===== src/rtl/clz_seq.sv =====
// Sequential count-leading-zeros / count-leading-ones unit.
// Scans the operand STEP_BITS bits per cycle from the MSB and reports the count with a one-cycle done pulse.
module clz_seq #(
  parameter int STEP_BITS = 4
) (
  input  logic        clk,
  input  logic        rst,
  input  logic        start,
  input  logic        is_clo,
  input  logic [31:0] data_in,
  output logic        busy,
  output logic        done,
  output logic [31:0] result
);

  typedef enum logic [1:0] {
    IDLE = 2'd0,
    SCAN = 2'd1,
    DONE = 2'd2
  } state_t;

  localparam logic [5:0] STEP_INC = 6'(STEP_BITS);

  state_t               state_r, state_n;
  logic [31:0]          sreg_r, sreg_n;
  logic [5:0]           cnt_r, cnt_n;
  logic [5:0]           res_r, res_n;
  logic                 busy_r, done_r;
  logic [STEP_BITS-1:0] group_s;
  logic [5:0]           cnt_step_s;
  logic [5:0]           cnt_hit_s;

  // Leading-zero count of one scan group (only used when the group holds a 1).
  function automatic logic [5:0] lzc_group(input logic [STEP_BITS-1:0] g);
    logic [5:0] n;
    logic       found;
    n     = 6'd0;
    found = 1'b0;
    for (int i = STEP_BITS - 1; i >= 0; i--) begin
      if (!found && g[i]) begin
        found = 1'b1;
      end else if (!found) begin
        n = n + 6'd1;
      end else begin
        n = n;
      end
    end
    return n;
  endfunction

  assign group_s    = sreg_r[31 -: STEP_BITS];
  assign cnt_step_s = cnt_r + STEP_INC;
  assign cnt_hit_s  = cnt_r + lzc_group(group_s);

  // Next-state, datapath and result-capture logic.
  always_comb begin
    state_n = state_r;
    sreg_n  = sreg_r;
    cnt_n   = cnt_r;
    res_n   = res_r;
    case (state_r)
      IDLE: begin
        if (start) begin
          // Leading ones become leading zeros after inversion.
          sreg_n  = is_clo ? ~data_in : data_in;
          cnt_n   = 6'd0;
          state_n = SCAN;
        end else begin
          state_n = IDLE;
        end
      end
      SCAN: begin
        if (|group_s) begin
          cnt_n   = cnt_hit_s;
          res_n   = cnt_hit_s;
          state_n = DONE;
        end else begin
          cnt_n  = cnt_step_s;
          sreg_n = sreg_r << STEP_BITS;
          if (cnt_step_s == 6'd32) begin
            res_n   = cnt_step_s;
            state_n = DONE;
          end else begin
            state_n = SCAN;
          end
        end
      end
      DONE: begin
        state_n = IDLE;
      end
      default: begin
        state_n = IDLE;
      end
    endcase
  end

  // State, datapath and registered status outputs.
  always_ff @(posedge clk) begin
    if (rst) begin
      state_r <= IDLE;
      sreg_r  <= 32'd0;
      cnt_r   <= 6'd0;
      res_r   <= 6'd0;
      busy_r  <= 1'b0;
      done_r  <= 1'b0;
    end else begin
      state_r <= state_n;
      sreg_r  <= sreg_n;
      cnt_r   <= cnt_n;
      res_r   <= res_n;
      busy_r  <= (state_n != IDLE);
      done_r  <= (state_n == DONE);
    end
  end

  assign busy   = busy_r;
  assign done   = done_r;
  assign result = {26'd0, res_r};

endmodule


===== config.mk =====
export PLATFORM = sky130hd
export DESIGN_NAME = clz_seq
export DESIGN_NICKNAME = d
export VERILOG_FILES = /design/src/rtl/clz_seq.sv
export SDC_FILE = /design/constraint.sdc
export NUM_CORES = 1
export LEC_CHECK = 0
export CAP_MARGIN = 20
export CORE_ASPECT_RATIO = 1.2
export CORE_UTILIZATION = 53
export DETAILED_ROUTE_END_ITERATION = 6
export GPL_ROUTABILITY_DRIVEN = 0
export PLACE_DENSITY = 0.85
export RECOVER_POWER = 100
export SLEW_MARGIN = 25
export SYNTH_ARGS = -nofsm -noshare
export SYNTH_HDL_FRONTEND = slang
export SYNTH_SLANG_ARGS = --single-unit

===== constraint.sdc =====
create_clock -name clk -period 3.5 [get_ports clk]
set_clock_uncertainty 0.2 [all_clocks]
set_input_delay 0.525 -clock clk [delete_from_list [all_inputs] [get_ports clk]]
set_output_delay 0.525 -clock clk [all_outputs]
set_load 0.01 [all_outputs]

After elaboration in Yosys (flattened, before gate mapping):

Index checks and enable logic that the tools add are counted.

* muxes and demuxes: 23
* reduce and logical (&&, ||, !) cells: 14
* $add $sub $neg: 5
* eq/ne operators: 5
* bitwise gates (word level): 1

Operators by type and width (count)
* 32-bit two-way mux: 3
* 32-bit case mux with 2 select lines: 1
* 6-bit two-way mux: 8
* 32-bit inverter: 1
* 6-bit by 1-bit adder with 6-bit output, second input constant: 2
* 6-bit case mux with 2 select lines: 1
* 2-bit two-way mux: 4
* 6-bit by 3-bit adder with 6-bit output, second input constant: 1
* 6-bit adder: 1
* 6-bit == test, second input constant: 1
* 2-bit nonzero test: 3
* 1-bit two-way mux: 5
* 2-bit inequality test, second input constant: 2
* 2-bit case mux with 2 select lines: 1
* 2-bit AND reduction: 2
* 4-bit OR reduction: 1
* 1-bit logical AND: 3
* 1-bit logical NOT: 3
* 3-bit AND reduction: 1
* 1-bit by 1-bit adder with 2-bit output, second input constant: 1
* 2-bit by 1-bit == test with 1-bit output, second input constant: 1
* 2-bit == test, second input constant: 1
* 2-bit logical NOT: 1

* logic and storage cells: 54
* register bits after elaboration: 48

Logic depth before layout (Yosys ltp):

* depth in word-level cells: 13
* gate-level depth with buffers: 11
* gate-level depth less buffers: 11

Worst setup path after synthesis:

Ideal clock, no wire load.

* path type: reg2reg
* from: register sreg_r[31]
* to: register cnt_r[2]
* stages on the path, launching flop included: 12
* slack: 1.118 ns
* path buffers: 0
* required time: 3.172 ns
* setup time: 0.128 ns
* arrival time: 2.054 ns
* cell sequence: dfxtp_1 > nor2_1 > ha_1 > a31oi_1 > nor2_1 > ha_1 > fa_1 > xor2_1 > nand2_1 > o21ai_1 > a22oi_1 > nor2_1

* longest elaborated chain between the ends: 13

RTL lines
* start: declaration: line 25 `logic [31:0] sreg_r, sreg_n;`
* start signal: assignment: line 108 `sreg_r <= sreg_n;`
* 1-bit two-way mux: line 40 `if (!found && g[i]) begin`
* 1-bit by 1-bit adder with 2-bit output or 1-bit logical NOT (tied branches)
* 2-bit two-way mux or 1-bit logical AND (tied branches): line 42, 40
* 2-bit two-way mux or 1-bit two-way mux (tied branches): line 40
* 6-bit by 1-bit adder with 6-bit output or 1-bit logical NOT (tied branches)
* 6-bit two-way mux or 1-bit logical AND (tied branches): line 42, 40
* 6-bit two-way mux or 1-bit two-way mux (tied branches): line 40
* 6-bit by 1-bit adder with 6-bit output or 1-bit logical NOT (tied branches)
* 6-bit two-way mux or 1-bit logical AND (tied branches): line 42, 40
* 6-bit two-way mux: line 40
* 6-bit adder: line 53 `assign cnt_hit_s = cnt_r + lzc_group(group_s);`
* 6-bit two-way mux *: line 73 `if (|group_s) begin`
* 6-bit case mux with 2 select lines *: line 61 `case (state_r)`
* end signal: assignment: line 109 `cnt_r <= cnt_n;`
* end: declaration: line 26 `logic [5:0] cnt_r, cnt_n;`

Every way passes the cells marked *; elsewhere a longest branch is shown, timed or not.
A chain may end at the register's enable or synchronous reset.

Worst setup path in the final report:

* from: input rst
* to: register sreg_r[0]

RTL lines
* start: declaration: line 7 `input logic rst,`

No word-level cell between the ends.

==> results.py <==
metrics = {
    "synth": {
        "yosysWarnings": 0,
        "yosysUniqueCellTypes": 41,
        "synth.top_cell.area_share_pct": 33.9,
        "synth_cells": 354,
        "synth_common_cells": "nand2_1, dfxtp_1, a21oi_1",
        "synth_seq_cells": 48,
        "ys_seq_area_share_pct": 33.9,
        "netlist_area_sq_um": 2830,
        "netlist_top_cells_area": "dfxtp_1, xnor2_1, nand2_1, a21oi_1, o211ai_1",
        "synth-edff-count": 0,
        "ys_async_sr_fraction_pct": 0,
        "synth_flop_cell": "dfxtp_1",
        "yosysMostFrequentCell": "nand2_1",
        "postSynthAreaPerCell_sq_um": 8.00,
        "yosysTopAreaCell": "dfxtp_1",
    },
    "clocking": {
        "holdBufCountCts": 0,
        "post_cts_resize_count": 0,
        "clockBufferDepth": 2,
        "h-tree-depth": 2,
        "cts-buffers-inserted": 5,
        "clock-root-buffer": "clkbuf_8",
        "clock_latency_ns": 0.30,
        "clk_pin_slew_worst_paths_ns": 0.09,
        "cts_tree": "built",
        "cts_sinks": 48,
        "postCtsSetupRepairBufs": 0,
    },
    "grt": {
        "grt_antenna_before_repair": 0,
        "grt_start_max_net_pins": 58,
        "grtUsageTotal_pct": 21.7,
        "grt_pass1_vias": 2134,
        "overflow": 0,
        "grt_pass1_wl_um": 9270,
    },
    "sta": {
        "fmax_mhz": 369,
        "finalSetupViolations": 0,
        "final.min_clock_period_ns": 2.71,
        "fin_hold_ws_ns": 0.257,
        "tightest_slew_ns": 2.02,
        "hold_viol_final": 0,
        "rsz0062_at_grt": "false",
        "drv_slew": 49,
        "finalCritPeriodShare_pct": 77.5,
        "setup_ws_ns": 0.788,
        "max_slew_margin_pct": -34.5,
        "setup-tns-final_ns": 0,
    },
    "power_and_ir_drop": {
        "p_comb_share_pct": 33.9,
        "power_mw": 1.55,
        "swShare_pct": 35.2,
        "powerDensity_nw_per_um2": 479,
        "p_int_mw": 1.00,
        "power_frac_clock_pct": 22.2,
        "p_seq_share_pct": 43.9,
        "p_leak_nw": 1.23,
        "power.switching_mw": 0.544,
        "vdd_ir_drop_max_v": 0.000265,
    },
    "setup_path": {
        "r2r-end": "cnt_r[3]",
        "max_stage_delay_ns": 1.44,
        "crit_end": "sreg_r[0]",
        "startpoint_type": "input port",
        "worst_path_max_delay_cell": "clkbuf_1",
        "reg2reg_depth": 10,
        "worstSetupPathType": "in2reg",
        "crit_arrival_ns": 2.62,
        "crit_required_ns": 3.41,
        "critPathLaunch": "rst",
        "r2r-start": "sreg_r[31]",
        "rrSetupSlack_ns": 0.81,
        "worstSetupEndpointType": "flip-flop",
        "crit_chain": "dlygate4sd3_1 -> clkbuf_1 -> nor2_1",
        "worst-path-max-fanout": 48,
    },
    "placed_design": {
        "hpwlAfterDp_um": 3850,
        "post_dp_cell_area_sq_um": 3140,
        "io_buffers": 43,
        "place_ws_ns": 0.911,
        "numPlacedInstances": 434,
    },
    "detailed_routing": {
        "post_drt_wl_per_cell_um": 12.3,
        "first_pass_iters": 4,
        "wirelength_um": 5440,
        "via_count": 2358,
        "via_per_inst": 5.33,
        "drt_iter0_markers": 126,
        "antenna_left": 0,
        "drc": 0,
    },
    "min_path": {
        "hold_class": "reg2reg",
        "holdCritStartpoint": "sreg_r[24]",
    },
    "layout": {
        "finalInstanceArea_sq_um": 3230,
        "area_delta_synth_final_pct": 13.9,
        "fin_util_pct": 63.9,
        "drive_above_1_share_pct": 4.45,
        "diodes": 0,
        "fin_nets": 425,
        "stdcell_count": 442,
    },
    "die": {
        "core_sq_um": 5040,
        "start_util_pct": 56.1,
        "fp.dieW_um": 68.7,
        "dieArea_sq_um": 5640,
        "die_h_um": 82.1,
        "pin_count": 70,
        "num_rows": 28,
    },
    "status": {
        "status": "complete, but fails checks",
        "violations": "capacitance limit, slew limit",
    },
    "flow_run": {
        "max_cap_violations": 1,
    },
}
==> critical path: cells and delay by family <==
family | cells | cell delay [ns]
buf+inv | 2 | 1.96
simple gates | 1 | 0.13
==> logic make-up after synthesis <==
| logic type | count (synthesis) | share of synthesized area, % |
|---|---|---|
| and+or+nand+nor | 110 | 17.2 |
| AOI/OAI and AO/OA | 93 | 21.3 |
| buffers and inverters | 56 | 11.8 |
| DFF | 48 | 33.9 |
| xor gates and xnor gates | 37 | 11.4 |
| adders and majority gates | 8 | 3.80 |
| other | 1 | 0.132 |
| muxes | 1 | 0.354 |
==> layer usage <==
metal / vias to the layer above / share of wire [%] / track usage [%]
met4: 0 / 2.0 / 9.39
met2: 73 / 51 / 35.4
met5: - / 0 / 0
met1: 1064 / 43 / 26.1
li1: 1208 / - / -
met3: 13 / 3.7 / 6.11
==> area by class of cell <==
class,instances,area [sq um]
fill,453,1820
multi-input combinational,275,1630
clock buffer,7,86.3
timing repair buffer,46,444
clock inverter,1,7.51
tap,60,75.1
sequential,48,961
inverter,5,18.8
==> power by group through the flow <==
| stage | Combinational (mW) | Sequential [mW] | Clock, mW |
|---|---|---|---|
| 6_report | 0.524 | 0.678 | 0.344 |
| 5_1_grt | 0.588 | 0.689 | 0.375 |
| 2_1_floorplan | 0.435 | 0.674 | 0 |
| 3_3_place_gp | 0.508 | 0.686 | 0 |
| 4_1_cts | 0.526 | 0.677 | 0.351 |
| 3_5_place_dp | 0.523 | 0.689 | 0 |
==> flip-flops by register name (all words and copies together), names as in the netlist <==
register and count:
busy 1, cnt_r 6, done 1, res_r 6, sreg_r 32, state_r 2
==> placed cells by master (no fill, tap or decap), drive strengths merged, types with 4 or more instances in the layout <==
| master | instances |
|---|---|
| clkdlybuf4s50 | 33 |
| xnor2 | 35 |
| nand2 | 70 |
| inv | 5 |
| nor2 | 16 |
| dlygate4sd3 | 9 |
| ha | 7 |
| dfxtp | 48 |
| a21oi | 45 |
| nand2b | 6 |
| nor4 | 5 |
| o211ai | 29 |
| o21ai | 6 |
| clkbuf | 8 |
| nor2b | 4 |
| conb | 26 |
==> worst min path at each step <==
stage | endpoint | slack, ns | cells past startpoint
after floorplan | sreg_r[10] | 0.23 | 2
after global placement | sreg_r[26] | 0.24 | 2
after detailed placement | sreg_r[23] | 0.25 | 2
after CTS | sreg_r[23] | 0.26 | 2
after global routing | sreg_r[15] | 0.28 | 2
final | sreg_r[24] | 0.26 | 2
(Power assumes the default switching activity.)
